===== src/rtl/dict_pkg.sv =====
// Shared constants, codebook and controller state encoding for the
// dictionary-decompression stream path.
package dict_pkg;

    localparam int CHUNK_SIZE    = 4;
    localparam int CODEBOOK_SIZE = 8;
    localparam int INDEX_BITS    = $clog2(CODEBOOK_SIZE);

    // Entry k sits at element [k]; the leftmost literal is the highest index.
    localparam logic [CODEBOOK_SIZE-1:0][CHUNK_SIZE-1:0] CODEBOOK = {
        4'h7, 4'hC, 4'h8, 4'hF, 4'hB, 4'h9, 4'h2, 4'h0
    };

    typedef enum logic [1:0] {
        IDLE,
        DECODE,
        OUTPUT
    } dict_ctrl_state_t;

endpackage


===== src/rtl/dict_decompressor.sv =====
// Hard-wired 8-entry dictionary lookup: one index in, one decoded chunk out.
module dict_decompressor
    import dict_pkg::*;
(
    input  logic [INDEX_BITS-1:0] index_i,
    output logic [CHUNK_SIZE-1:0] chunk_o
);

    assign chunk_o = CODEBOOK[index_i];

endmodule


===== src/rtl/dict_stream_ctrl.sv =====
// Unpacks a word of dictionary indices one per cycle through a shared
// decompressor and presents the assembled chunk word on an output handshake.
module dict_stream_ctrl
    import dict_pkg::*;
#(
    parameter int IDX_PER_WORD = 8,
    parameter int CNT_BITS     = $clog2(IDX_PER_WORD)
) (
    input  logic                              clk,
    input  logic                              rst_n,
    input  logic                              in_valid,
    output logic                              in_ready,
    input  logic [IDX_PER_WORD*INDEX_BITS-1:0] in_data,
    input  logic [CNT_BITS-1:0]               in_cnt,
    output logic                              out_valid,
    input  logic                              out_ready,
    output logic [IDX_PER_WORD*CHUNK_SIZE-1:0] out_data,
    output logic [CNT_BITS-1:0]               out_cnt,
    output logic                              busy
);

    dict_ctrl_state_t                    state_q;
    logic [IDX_PER_WORD*INDEX_BITS-1:0]  data_q;
    logic [CNT_BITS-1:0]                 cnt_q;
    logic [IDX_PER_WORD*CHUNK_SIZE-1:0]  buf_q;
    logic [CNT_BITS-1:0]                 ptr_q;
    logic [CNT_BITS-1:0]                 ptr_d;
    logic [CNT_BITS-1:0]                 lastPtr;
    logic [INDEX_BITS-1:0]               decIndex;
    logic [CHUNK_SIZE-1:0]               decChunk;

    // A count of 0 means a full word, so n-1 falls out of the natural wrap.
    assign lastPtr  = cnt_q - 1'b1;
    assign ptr_d    = ptr_q + 1'b1;
    assign decIndex = data_q[int'(ptr_q)*INDEX_BITS +: INDEX_BITS];

    dict_decompressor u_decomp (
        .index_i (decIndex),
        .chunk_o (decChunk)
    );

    always_ff @(posedge clk or negedge rst_n) begin
        if (!rst_n) begin
            state_q <= IDLE;
            data_q  <= '0;
            cnt_q   <= '0;
            buf_q   <= '0;
            ptr_q   <= '0;
        end else begin
            case (state_q)
                IDLE: begin
                    if (in_valid) begin
                        data_q  <= in_data;
                        cnt_q   <= in_cnt;
                        buf_q   <= '0;
                        ptr_q   <= '0;
                        state_q <= DECODE;
                    end
                end
                DECODE: begin
                    buf_q[int'(ptr_q)*CHUNK_SIZE +: CHUNK_SIZE] <= decChunk;
                    if (ptr_q == lastPtr) begin
                        state_q <= OUTPUT;
                    end else begin
                        ptr_q <= ptr_d;
                    end
                end
                OUTPUT: begin
                    if (out_ready) begin
                        state_q <= IDLE;
                    end
                end
                default: state_q <= IDLE;
            endcase
        end
    end

    assign in_ready  = (state_q == IDLE);
    assign out_valid = (state_q == OUTPUT);
    assign busy      = (state_q != IDLE);
    assign out_data  = buf_q;
    assign out_cnt   = cnt_q;

endmodule

===== config.mk =====
export PLATFORM = sky130hd
export DESIGN_NAME = dict_stream_ctrl
export DESIGN_NICKNAME = d
export VERILOG_FILES = /design/src/rtl/dict_pkg.sv /design/src/rtl/dict_decompressor.sv /design/src/rtl/dict_stream_ctrl.sv
export SDC_FILE = /design/constraint.sdc
export NUM_CORES = 1
export LEC_CHECK = 0
export ABC_AREA = 1
export BUFFER_PORTS_ARGS = -buffer_cell sky130_fd_sc_hd__buf_4
export CORE_MARGIN = 1.5
export CORE_UTILIZATION = 40
export CTS_BUF_LIST = sky130_fd_sc_hd__clkbuf_16
export DETAILED_ROUTE_END_ITERATION = 6
export PLACE_DENSITY = 0.62
export SLEW_MARGIN = 20
export SYNTH_ARGS = -nofsm -noshare
export SYNTH_HDL_FRONTEND = slang
export SYNTH_HIERARCHICAL = 1
export SYNTH_SLANG_ARGS = --single-unit

===== constraint.sdc =====
create_clock -name clk -period 5.04 [get_ports clk]
set_input_delay 0.756 -clock clk [delete_from_list [all_inputs] [get_ports clk]]
set_output_delay 0.756 -clock clk [all_outputs]
set_load 0.02 [all_outputs]

* Word-level counts from Yosys, hierarchy flattened
Memories as Yosys holds them, arrays and structs flattened. Cells that the tools add are included.
Operators by class: shift-type cells 3, magnitude comparators 1, muxes and demuxes 11, reductions and logical operators 7, equality and inequality tests 7, add/subtract/negate cells 3, multipliers 1
Operators by type and width (number):
- case mux 32 bit (2 select lines) | 1
- negation 5 -> 33 bit | 1
- variable shift 4 x 33 -> 32 bit, first input constant | 1
- indexed part select 4 x 33 -> 32 bit | 1
- bitwise mux 32 bit | 1
- 2-to-1 mux 32 bit | 1
- indexed part select 24 x 6 -> 3 bit | 1
- 2-to-1 mux 2 bit | 3
- 2-to-1 mux 3 bit | 2
- inequality test 2 bit, second input constant | 3
- case mux 2 bit (3 select lines) | 1
- case mux 3 bit (2 select lines) | 1
- AND reduction 3 bit | 2
- multiplier 3 x 2 -> 5 bit, second input constant | 1
- less-than comparator 3 x 4 -> 1 bit, second input constant | 1
- 2-to-1 mux 4 bit | 1
- AND reduction 2 bit | 2
- nonzero test 2 bit | 2
- adder 3 x 1 -> 3 bit, second input constant | 1
- equality test 3 bit | 1
- subtractor 3 x 1 -> 3 bit, second input constant | 1
- equality test 2 x 1 -> 1 bit, second input constant | 1
- equality test 2 bit, second input constant | 1
- logical NOT 2 bit | 1
- inequality test 2 x 1 -> 1 bit, second input constant | 1
Storage, ports and cells: memory bits (read-only) 32, input bits 31, register bits after elaboration 64, word-level logic and storage cells 39, memories 1, output and inout port bits 38
Memories:
- (no name shown) | depth 8, width 4, read ports 1, clocked after memory_dff 0, wr ports 0, RTL line dict_decompressor.sv:9 | assign chunk_o = CODEBOOK[index_i];

* Logic depth before layout (Yosys ltp)
Gate-level depths: netlist of run 1.
word-level depth 7, mapped depth 14

* Cells and area by module
Netlist of run 1, hierarchy kept.
By module, submodules not included:
- dict_stream_ctrl | sequential area each 1601.5 µm², area an instance 3133.0 µm², instances 1, cells each 373
- dict_decompressor | sequential area each 0.0 µm², area an instance 68.8 µm², instances 1, cells each 13

* Worst setup path before layout of run 1
Ideal clock, no wire load.
path type flip-flop to flip-flop, start reg ptr_q[0], end reg buf_q[22], in the netlist out_data[22], slack 2.944 ns, period minus slack after synthesis 2.096 ns, arrival time 2.020 ns, setup time 0.076 ns, cell stages (with the launch flop) 14, data required time 4.964 ns, cells stage by stage dfrtp_1 inv_2 buf_2 nor2_1 o22ai_1 nand2_1 nand2_1 inv_1 ha_1 nor2_1 nand2_1 nor3_1 inv_1 o21ai_1
Between the ends: longest elaborated chain between the ends 7
Ends and longest elaborated chain:
- from (decl) | RTL line dict_stream_ctrl.sv:26 | logic [CNT_BITS-1:0] ptr_q;
- from (signal assigned) | RTL line dict_stream_ctrl.sv:65 | ptr_q <= ptr_d;
- multiplier 3 x 2 -> 5 bit | RTL line dict_stream_ctrl.sv:35 | assign decIndex = data_q[int'(ptr_q)*INDEX_BITS +: INDEX_BITS];
- indexed part select 24 x 6 -> 3 bit | RTL line dict_stream_ctrl.sv:35
- net decIndex[1] | RTL line dict_stream_ctrl.sv:29 | logic [INDEX_BITS-1:0] decIndex;
- memory read (8 x 4 bit)
- 2-to-1 mux 4 bit (not written as such) | RTL line dict_decompressor.sv:9
- net decChunk[2] | RTL line dict_stream_ctrl.sv:30 | logic [CHUNK_SIZE-1:0] decChunk;
- indexed part select 4 x 33 -> 32 bit | RTL line dict_stream_ctrl.sv:61 | buf_q[int'(ptr_q)*CHUNK_SIZE +: CHUNK_SIZE] <= decChunk;
- bitwise mux 32 bit | RTL line dict_stream_ctrl.sv:61
- case mux 32 bit (2 select lines) | RTL line dict_stream_ctrl.sv:50 | case (state_q)
- to (signal, indexed assignment) | RTL line dict_stream_ctrl.sv:61
- to (decl) | RTL line dict_stream_ctrl.sv:25 | logic [IDX_PER_WORD*CHUNK_SIZE-1:0] buf_q;
The timed path passes the listed nets, and every way through them passes these cells. The select of a mux whose other input is x is not followed. A chain may end at the register's enable or synchronous reset.

* Worst setup path in the final report of run 1
Same ends and word-level chain as after synthesis.

==> summary.txt, run 1 <==
Run status
  – Status: completed

Clock tree
  – CTS root buffer: clkbuf_16
  – Clk buf depth: 2
  – Post-CTS Setup Inserts: 0
  – CTS tree: yes
  – # H-tree levels: 3
  – CTS buffer count: 9
  – CTS clk-pin slew, worst paths: about 50 ps
  – CTS resizes: 0
  – Clk_lat worst skew: about 330 ps
  – Hold_buf cts: 0
  – Clk sinks: 64

Route
  – DR pass1 iterations: 4
  – DRC viols: 0
  – Routed len/inst: roughly 13 microns
  – Antenna Nets Post-Route: 0
  – DR iter-0 viols: between 100 and 150
  – Final wirelength: 7070 microns
  – Via density: 4.82
  – Vias post-DR: between 2k and 3k

STA
  – RSZ-0062 raised after global routing: no
  – Slew headroom: between 40% and 50%
  – Final hold vios: 0
  – Clk_skew: between 5 and 6 ps
  – Final period util: a little under three fifths
  – Least-Margin Pin Slew: roughly 790 ps
  – Tmin final: 2850 ps
  – WHS: 471 ps
  – Final setup violation count: 0
  – Max Fclk: about 350 MHz
  – Final setup TNS: 0 ps
  – Fin. max-slew vios: 0

GRT
  – Vias in the first global route: roughly 2.5k
  – Grt ovf: 0
  – Largest net degree at the start of global routing: 65
  – Gr usage total: between 10% and 20%
  – First-pass GRT wire length: 11900 microns
  – Initial antenna violation count: 0

Yosys
  – Cell Area, Synth: roughly 3200 sq um
  – Warnings, synthesis: 6
  – Area fraction in compound gates after synthesis: 8.09%
  – Post-Synth XOR/XNOR Area: less than 1%
  – Adder-cell area share of the yosys netlist: under 10%
  – Largest family of logic cells by synthesized area: simple AND/OR/NAND/NOR gates
  – Post-synthesis sequential area ratio: approximately half
  – Post-Synthesis Cells: between 300 and 400
  – Post-synthesis register bit count: 64
  – Syn Nets: between 400 and 500
  – EDFF count, synth: 0
  – Post-synth cell types: 30
  – Mean Syn Cell Area: between 8 and 9 sq um
  – Post-synthesis async set-or-reset flop share: 100%
  – Mux cell area share after synthesis: 0%
  – Most used DFF post-synth: dfrtp_1
  – Post-Synth Simple-Gate Area: roughly 30%

Die
  – Die W: ~92 microns
  – Row count: 32
  – # IOs: just under 70
  – Die Height: between 90 and 100 microns
  – Core area: approximately 7700 sq um
  – Die area: roughly 8600 sq um
  – Initial Utilization: 41.4%

Worst setup path
  – Top cell by count, worst path: nand2_1
  – Worst setup path class: reg -> reg
  – Worst setup EP type: flip-flop
  – Setup crit start kind: flip-flop
  – Critical-path cell list: inv_2 > o21ai_0 > o22ai_1 > nand2_1 > nand2_1 > ha_1 > nor2_1 > nand2_1 > nor3_1 > inv_1 > o21ai_1
  – CP arrival: 3090 ps
  – Slowest cell on the critical path: dfrtp_1
  – CP Max Fanout: 26
  – Worst Path Required: between 5000 and 6000 ps
  – Slowest Stage Delay on Critical Path: 810 ps

Pwr
  – Pwr dens: 638 nW/um^2
  – Internal Power: around 0.0014 W
  – Sw Ratio: 44.0%
  – Combinational Power Share: between 40% and 50%
  – Seq pwr share: about a third
  – Leakage: approximately 2.1 nW
  – Clk pwr share: a little under a quarter
  – Peak supply drop: 0.265 mV
  – Switching pwr: approximately 0.0011 W

Placed design
  – Placed insts: ~540
  – Placer's final routability congestion estimate: about 0.86
  – Detail Placement HPWL: 5040 microns
  – Port Buffer Count: between 60 and 70

Min path
  – Worst Hold Class: reg -> reg

Job
  – Max-cap violations: 0

Finish
  – Area added between synthesis and finish: 26.0%
  – Final Non-Filler Cells: 559
  – # diodes: 0
  – Share of post-route cells with drive strength above 1: approximately a quarter
  – Fin nets: about 490
kinds of logic (layout without fill, tap and decap cells):
| group | after synthesis | after routing |
|---|---|---|
| DFF | 64 | 64 |
| adders and majority gates | 10 | 10 |
| AOI/OAI and AO/OA | 49 | 49 |
| xor gates and xnor gates | 2 | 2 |
| and+or+nand+nor | 214 | 214 |
| buffers and inverters | 47 | 118 |
cell type report:
| class | instances | area, sq um |
|---|---|---|
| Fill cell | 731 | 3690 |
| Sequential cell | 64 | 1600 |
| Inverter | 33 | 130 |
| Timing Repair Buffer | 69 | 518 |
| Clock inverter | 7 | 55.1 |
| Tap cell | 102 | 128 |
| Clock buffer | 9 | 225 |
| Multi-Input combinational cell | 275 | 1380 |
state kept, by name, indices dropped and copies added (netlist names):
signal,cells
data_q,24
out_cnt,3
out_data,32
ptr_q,3
state_q,2
critical path, delay by kind of cell, from the launching register on:
kind	cells	cell delay, ps
adders and majority gates	1	200
and+or+nand+nor	5	910
DFF	1	810
AOI/OAI and AO/OA	3	470
buffers and inverters	2	370
layer usage:
layer,vias up,global-route usage [%],share of wire [%]
li1,1373,-,-
met1,1236,23.5,47
met2,79,27.4,47
met3,9,3.86,4.8
met4,0,8.08,1.5
met5,-,0,0
metrics by stage:
step	util [%]	area (sq um)	power, W	setup slack, ps
floorplan	-	3200	0.00169	2940
global placement	48.6	3750	0.00198	2390
detailed placement	48.6	3750	0.00200	2210
CTS	52.2	4030	0.00259	2210
global route	52.2	4030	0.00279	1820
finish	52.2	4030	0.00258	2190
power groups by stage:
stage,sequential [W],combinational (W),clock [W]
global route,0.000843,0.00133,0.000616
CTS,0.000821,0.00118,0.000592
finish,0.000818,0.00117,0.000583
detailed placement,0.000830,0.00117,0
floorplan,0.000832,0.000856,0
global placement,0.000824,0.00115,0
cell usage after synthesis, types with 7 or more instances:
library cell,instances,area [sq um]
nand3_1,25,125
o21ai_0,12,60.1
o21ai_1,29,145
nand2_1,138,518
inv_1,24,90.1
nor2_1,21,78.8
ha_1,10,125
dfrtp_1,64,1600
nand4_1,7,43.8
cell usage in the layout, fill, tap and decap left out, types with 3 or more instances in the layout:
cell       netlist  layout
o21ai_0         12      12
nand2_1        138     138
nand4_1          7       7
nand3_1         25      25
clkbuf_16        0       9
clkinv_2         1       3
nor2_2           6       6
nor3_1           3       3
ha_1            10      10
nand2_2          5       5
inv_2            6       6
dfrtp_1         64      64
buf_4            5      69
nor2_1          21      21
inv_1           24      26
o21ai_1         29      29
o22ai_1          6       6
path summary, 6_finish.rpt:
path,startpoint,end,slack [ps],cells after the start
hold reg to reg,data_q[7]$_DFFE_PN0P_,data_q[7]$_DFFE_PN0P_,470,2
hold / removal,data_q[7]$_DFFE_PN0P_,data_q[7]$_DFFE_PN0P_,470,2
max in group asynchronous,rst_n,data_q[23]$_DFFE_PN0P_,4010,1
min in group asynchronous,rst_n,out_data[13]$_DFFE_PN0P_,510,1
setup reg to reg,ptr_q[0]$_DFFE_PN0P_,out_data[22]$_DFFE_PN0P_,2190,11
setup / recovery,ptr_q[0]$_DFFE_PN0P_,out_data[22]$_DFFE_PN0P_,2190,11
Note: power is estimated with default switching activity, not from simulation.
==> run 2: changes to the inputs <==
clock period = 3 ns   (was 5.04 ns; I/O delays follow)
==> run 2 against run 1 <==
Compared with the run above:
- non-clock buffer count grew 1
- cell area about the same
- core utilization is essentially flat
- setup slack got worse by 1600 ps
- combinational power rose by 72%
- flip-flop and latch count unchanged
- first-iteration DRC count grew 18%
- clock-buffer cell count unchanged
- register-to-register slack worse by 1600 ps
- sequential share of layout area is essentially flat
- clock skew is 1.3 ps higher
- critical path type unchanged
==> summary.txt, run 2 (same netlist as run 1, synthesis figures left out) <==
STA
  – RSZ-0062 raised after global routing: no
  – Slew headroom: 46.8% (-0.51 points)
  – Final period util: 81.8% (+25 points)
  – WHS: 202 ps (-269 ps)
  – Final hold vios: 0 (unchanged)
  – Fin. max-slew vios: 0 (unchanged)
  – Clk_skew: 6.27 ps (+1.27 ps)
  – Tmin final: 2450 ps (-393 ps)
  – Final setup TNS: 0 ps (unchanged)
  – Final setup violation count: 0 (unchanged)
  – Least-Margin Pin Slew: 798 ps (+7.68 ps)
  – Max Fclk: 408 MHz (+16%)

Route
  – DR pass1 iterations: 4 (unchanged)
  – Final wirelength: 7010 microns (-0.89%)
  – Routed len/inst: 12.5 microns (-0.89%)
  – Vias post-DR: 2678 (-0.70%)
  – Antenna Nets Post-Route: 0 (unchanged)
  – DRC viols: 0 (unchanged)
  – DR iter-0 viols: 127 (+18%)
  – Via density: 4.79 (-0.70%)

Worst setup path
  – Worst setup EP type: flip-flop
  – Worst Path Required: 3260 ps (-2030 ps)
  – CP delay by family, top: simple AND/OR/NAND/NOR gates
  – Slowest Stage Delay on Critical Path: 500 ps (-310 ps)
  – Slowest cell on the critical path: dfrtp_1
  – Setup crit start kind: flip-flop
  – Reg2Reg Setup Slack: 550 ps (-1650 ps)
  – CP bufs+invs: 3 (+1)
  – CP Max Fanout: 17 (-35%)
  – Critical-path cell list: buf_4 > o21ai_0 > o22ai_1 > nand2_1 > nand2_1 > inv_1 > ha_1 > nor2_1 > nand2_1 > nor3_1 > inv_1 > o21ai_1
  – CP arrival: 2710 ps (-380 ps)
  – Top cell by count, worst path: nand2_1
  – Worst setup path class: reg -> reg

GRT
  – Gr usage total: 18.0% (+0.39 points)
  – First-pass GRT wire length: 12000 microns (+0.64%)
  – Grt ovf: 0 (unchanged)
  – Largest net degree at the start of global routing: 65 (unchanged)
  – Vias in the first global route: 2637 (+3.7%)
  – Initial antenna violation count: 0 (unchanged)

Clock tree
  – CTS resizes: 0 (unchanged)
  – Clk_lat worst skew: 330 ps (about the same)
  – CTS clk-pin slew, worst paths: 50 ps (about the same)
  – CTS buffer count: 9 (unchanged)
  – Hold_buf cts: 0 (unchanged)
  – CTS root buffer: clkbuf_16
  – CTS tree: yes
  – Clk sinks: 64 (unchanged)
  – Clk buf depth: 2 (unchanged)
  – Post-CTS Setup Inserts: 0 (unchanged)
  – # H-tree levels: 3 (unchanged)

Placed design
  – Port Buffer Count: 68 (unchanged)
  – Placed insts: 544 (+0.18%)
  – Detail Placement HPWL: 5000 microns (-0.73%)
  – Placer's final routability congestion estimate: 0.822 (-4.2%)

Finish
  – Area added between synthesis and finish: 26.1% (about the same)
  – Final Non-Filler Cells: 559 (unchanged)
  – # diodes: 0 (unchanged)
  – Fin nets: 494 (+0.20%)
  – Largest register FFs: 32 (unchanged)
  – Post-layout util: 52.3% (about the same)
  – Commonest non-fill, non-tap cell in the layout: nand2_1
  – Most frequent cells in the layout: nand2_1, buf_4, dfrtp_1
  – Share of post-route cells with drive strength above 1: 24.5% (+0.22 points)

Die
  – Initial Utilization: 41.4% (unchanged)
  – Die Height: 92.5 microns (unchanged)
  – Core area: 7730 sq um (unchanged)
  – Die area: 8550 sq um (unchanged)
  – Die W: 92.5 microns (unchanged)
  – Row count: 32 (unchanged)
  – # IOs: 69 (unchanged)

Pwr
  – Peak supply drop: 0.497 mV (+88%)
  – Pwr dens: 1070 nW/um^2 (+68%)
  – Leakage: 2.07 nW (-0.20%)

Min path
  – Worst Hold Class: in -> async

Run status
  – Status: completed

Job
  – Max-cap violations: 0 (unchanged)
==> run 2: cell count changes in the layout (fill, tap and decap cells not counted) <==
cell,delta
clkinv_1,+1
buf_4,+1
inv_1,-2
==> run 2: worst paths after layout <==
path                                             to             startpoint  cells past startpoint
max                        out_data[30]$_DFFE_PN0P_   ptr_q[0]$_DFFE_PN0P_                     12
min                        out_data[29]$_DFFE_PN0P_                  rst_n                      1
max reg2reg                out_data[30]$_DFFE_PN0P_   ptr_q[0]$_DFFE_PN0P_                     12
min reg2reg                   data_q[5]$_DFFE_PN0P_  data_q[5]$_DFFE_PN0P_                      2
max in group asynchronous     data_q[1]$_DFFE_PN0P_                  rst_n                      1
min in group clk             data_q[12]$_DFFE_PN0P_            in_data[12]                      3
==> run 2: routing by layer <==
layer / vias to the layer above / share of wire, % / GRT usage (%)
met2: 71 / 45 / 28.7
met3: 18 / 5.3 / 3.86
li1: 1379 / - / -
met1: 1210 / 47 / 23.0
met5: - / 0 / 0
met4: 0 / 2.6 / 9.23
==> run 2: through the flow <==
| step | power (W) | setup WS [ps] | cell area (sq um) |
|---|---|---|---|
| floorplan | 0.00283 | 904 | 3200 |
| global placement | 0.00335 | 718 | 3760 |
| detailed placement | 0.00338 | 606 | 3760 |
| CTS | 0.00438 | 536 | 4040 |
| global route | 0.00471 | 307 | 4040 |
| finish | 0.00434 | 547 | 4040 |
==> run 2: power by group <==
| group | internal, W | switching, W | total [W] | leakage (nW) |
|---|---|---|---|---|
| Clock | 0.000625 | 0.000355 | 0.000981 | 0.138 |
| Sequential | 0.00114 | 0.000210 | 0.00135 | 0.843 |
| Combinational | 0.000671 | 0.00134 | 0.00201 | 1.09 |
| Total | 0.00243 | 0.00191 | 0.00434 | 2.07 |
==> run 2: cell type report <==
type	instances	area (sq um)
fillers	762	3690
flip-flops and latches	64	1600
multi-input cells	275	1380
repair buffers	70	526
clock buffers	9	225
inverters	33	130
well taps	102	128
clock inverters	6	51.3
==> run 3: changes to the inputs <==
ABC_AREA = 0   (was 1)
clock period = 2.29 ns   (was 3 ns; I/O delays follow)
==> run 3 against run 2 <==
Compared with the run above:
- maximum frequency increased by 15%
- first-iteration DRC count decreased by 39%
- sequential power increased by 34%
- clock skew decreased by 1.0 ps
- cell area increased by 3.5%
- critical path depth decreased by 3
- sequential share of layout area decreased by 1.3 points
- flip-flop and latch count unchanged
- cell count decreased by 18%
- worst hold slack got worse by 100 ps
- power increased by 44%
- largest cell class unchanged
- highest routed layer unchanged
==> summary.txt, run 3 <==
Run status
  – Status: completed

GRT
  – Met3 Use GR: 4.39% (+0.53 points)
  – GR peak layer: met2
  – First-pass GRT wire length: 11200 microns (-6.0%)
  – Gr usage total: 16.9% (-1.1 points)
  – Met2 Use GR: 27.6% (-1.1 points)
  – Largest net degree at the start of global routing: 65 (unchanged)
  – Vias in the first global route: 2374 (-10%)
  – Initial antenna violation count: 0 (unchanged)
  – Met1 Use GR: 22.0% (-0.94 points)
  – Grt ovf: 0 (unchanged)

Placed design
  – Detail Placement HPWL: 4790 microns (-4.2%)
  – Port Buffer Count: 68 (unchanged)
  – Placed insts: 440 (-19%)
  – Placer's final routability congestion estimate: 0.793 (-3.5%)

Die
  – Die area: 8650 sq um (+1.2%)
  – Die Height: 93.0 microns (+0.60%)
  – Row count: 32 (unchanged)
  – # IOs: 69 (unchanged)
  – Die W: 93.0 microns (+0.60%)
  – Core area: 7770 sq um (+0.52%)
  – Initial Utilization: 41.7% (+0.30 points)

Min path
  – Worst Hold Class: in -> async

Yosys
  – Syn Nets: 314 (-26%)
  – Most used DFF post-synth: dfrtp_1
  – Post-synthesis async set-or-reset flop share: 100% (unchanged)
  – EDFF count, synth: 0 (unchanged)
  – Cell Area, Synth: 3240 sq um (+1.3%)
  – Post-Synth XOR/XNOR Area: 1.54% (+1.0 points)
  – Post-Synthesis Cells: 273 (-29%)
  – Mean Syn Cell Area: 11.9 sq um (+43%)
  – Synth cell count leaders: dfrtp_1, nand2_1, mux2i_1, mux2_2, inv_1
  – Post-Synth Simple-Gate Area: 13.4% (-17 points)
  – Post-synth cell types: 42 (+40%)
  – Mux cell area share after synthesis: 23.1% (+23 points)
  – Largest family of logic cells by synthesized area: multiplexers
  – Warnings, synthesis: 6 (unchanged)
  – Area fraction in compound gates after synthesis: 3.32% (-4.8 points)
  – Post-synthesis register bit count: 64 (unchanged)
  – Synth top area cells: dfrtp_1, mux2i_1, mux2_2
  – Adder-cell area share of the yosys netlist: 3.86% (-0.048 points)
  – Post-synthesis sequential area ratio: 49.4% (-0.62 points)
  – Count leader, synth: dfrtp_1
  – Share of the synthesized area in the top cell type: 49.4% (-0.62 points)
  – Post-synth top area cell: dfrtp_1

Worst setup path
  – Slowest cell on the critical path: mux4_2
  – CP arrival: 2380 ps (-330 ps)
  – Worst setup EP type: flip-flop
  – Slowest Stage Delay on Critical Path: 490 ps (about the same)
  – Worst r2r src: ptr_q[0]$_DFFE_PN0P_
  – Reg2reg end: out_data[23]$_DFFE_PN0P_
  – CP bufs+invs: 2 (-1)
  – Reg2Reg Setup Slack: 150 ps (-390 ps)
  – CP Max Fanout: 6 (-11)
  – Worst Reg-to-Reg Cells: 9 (-3)
  – Worst Path Required: 2530 ps (-730 ps)
  – Critical-path cell list: buf_12 > mux4_2 > nand2_1 > nand2_1 > ha_1 > o21ai_2 > buf_4 > nand3_1 > mux2i_1
  – Setup crit start kind: flip-flop
  – Top cell by count, worst path: nand2_1
  – CP delay by family, top: multiplexers
  – Worst setup path class: reg -> reg

STA
  – Max Fclk: 468 MHz (+15%)
  – Final setup violation count: 0 (unchanged)
  – Clk_skew: 5.26 ps (-1.00 ps)
  – Tmin final: 2140 ps (-316 ps)
  – Least-Margin Pin Slew: 808 ps (+10.4 ps)
  – Final period util: 93.3% (+12 points)
  – Final hold vios: 0 (unchanged)
  – Fin. max-slew vios: 0 (unchanged)
  – Slew headroom: 46.1% (-0.69 points)
  – RSZ-0062 raised after global routing: no

Route
  – DR iter-0 viols: 77 (-39%)
  – Antenna Nets Post-Route: 0 (unchanged)
  – Via density: 5.01 (+4.6%)
  – Vias post-DR: 2286 (-15%)
  – DRC viols: 0 (unchanged)
  – DR pass1 iterations: 4 (unchanged)
  – Routed len/inst: 14.5 microns (+16%)
  – Final wirelength: 6620 microns (-5.5%)

Pwr
  – Pwr dens: 1500 nW/um^2 (+40%)
  – Peak supply drop: 0.676 mV (+36%)
  – Overall Power: 0.00627 W (+44%)
  – Leakage: 2.03 nW (-2.0%)

Clock tree
  – Clk_lat worst skew: 320 ps (about the same)
  – Clk buf depth: 2 (unchanged)
  – # H-tree levels: 3 (unchanged)
  – CTS clk-pin slew, worst paths: 50 ps (about the same)
  – CTS tree: yes
  – CTS root buffer: clkbuf_16
  – Clk sinks: 64 (unchanged)
  – Hold_buf cts: 0 (unchanged)
  – CTS buffer count: 9 (unchanged)

Finish
  – Commonest non-fill, non-tap cell in the layout: buf_4
  – # diodes: 0 (unchanged)
  – Sequential cell area: 1600 sq um (about the same)
  – Largest register FFs: 32 (unchanged)
  – Area added between synthesis and finish: 28.9%
  – Most frequent cells in the layout: buf_4, dfrtp_1, nand2_1
  – FILL cells: 696 (-8.7%)
  – Final Non-Filler Cells: 456 (-18%)
  – Post-layout util: 53.8% (+1.6 points)
  – Area of the multi-input gates: 1480 sq um (+7.3%)
  – Fin nets: 391 (-21%)
  – Share of post-route cells with drive strength above 1: 40.1% (+16 points)

Job
  – Max-cap violations: 0 (unchanged)
[run 3: changes by cell type in the layout (fill, tap and decap cells not counted), moves of 7 or more]
cell     delta
buf_4      +11
inv_1       -8
mux2_2     +27
mux2i_1    +31
nand2_1    -84
nand3_1    -18
nand4_1     -7
nor2_1     -18
o21ai_0    -12
o21ai_1    -29
[run 3: stage by stage]
step                area, sq um  TNS (ps)  setup WS, ps  hold slack (ps)
floorplan                  3240         0          28.1             47.9
global placement           3880         0          18.5              487
detailed placement         3880     -80.2         -49.9              493
CTS                        4160         0          3.10              151
global route               4180         0          7.56              171
finish                     4180         0           153              102
[run 3: power by group]
part	total (W)	internal (W)	switching, W	leakage, nW
Combinational	0.00319	0.00147	0.00171	1.06
Sequential	0.00181	0.00153	0.000277	0.823
Clock	0.00127	0.000821	0.000452	0.144
[run 3: timing repair]
item / in CTS / in global routing
pin swaps: 0 / 1
setup endpoints to repair: 6 / 28
gates resized for setup: 1 / 5
buffers inserted: 0 / 1
[run 3: kinds of logic (layout without fill, tap and decap cells)]
kind of cell | after synthesis | in the layout
compound gates | 11 | 11
xor+xnor | 4 | 4
fa+ha+maj | 10 | 10
buf+inv | 32 | 113
flops | 64 | 64
mux | 64 | 64
simple gates | 88 | 88
[run 3: metal layers]
metal | up-vias | wire length, microns | share of wire, %
met5 | - | 0 | 0
met4 | 0 | 63 | 0.95
met3 | 5 | 268 | 4.0
met2 | 48 | 3260 | 49
met1 | 1142 | 3030 | 46
li1 | 1091 | - | -
[run 3: how the worst max path moves through the flow]
stage               slack, ps  cells past startpoint                  endpoint                 start
finish                    150                      9  out_data[23]$_DFFE_PN0P_  ptr_q[0]$_DFFE_PN0P_
global route                8                      7   out_data[9]$_DFFE_PN0P_  ptr_q[0]$_DFFE_PN0P_
CTS                         3                      5  out_data[20]$_DFFE_PN0P_  ptr_q[1]$_DFFE_PN0P_
detailed placement        -50                      8   out_data[5]$_DFFE_PN0P_  ptr_q[0]$_DFFE_PN0P_
global placement           20                      8   out_data[5]$_DFFE_PN0P_  ptr_q[0]$_DFFE_PN0P_
floorplan                  30                      9   out_data[5]$_DFFE_PN0P_  ptr_q[0]$_DFFE_PN0P_
[run 3: area by class of cell]
type,instances,area share [%]
Clock buffer,9,5.39
Clock inverter,6,1.26
Inverter,15,1.35
Multi-Input combinational cell,177,35.3
Sequential cell,64,38.3
Tap cell,102,3.05
Timing Repair Buffer,83,15.3
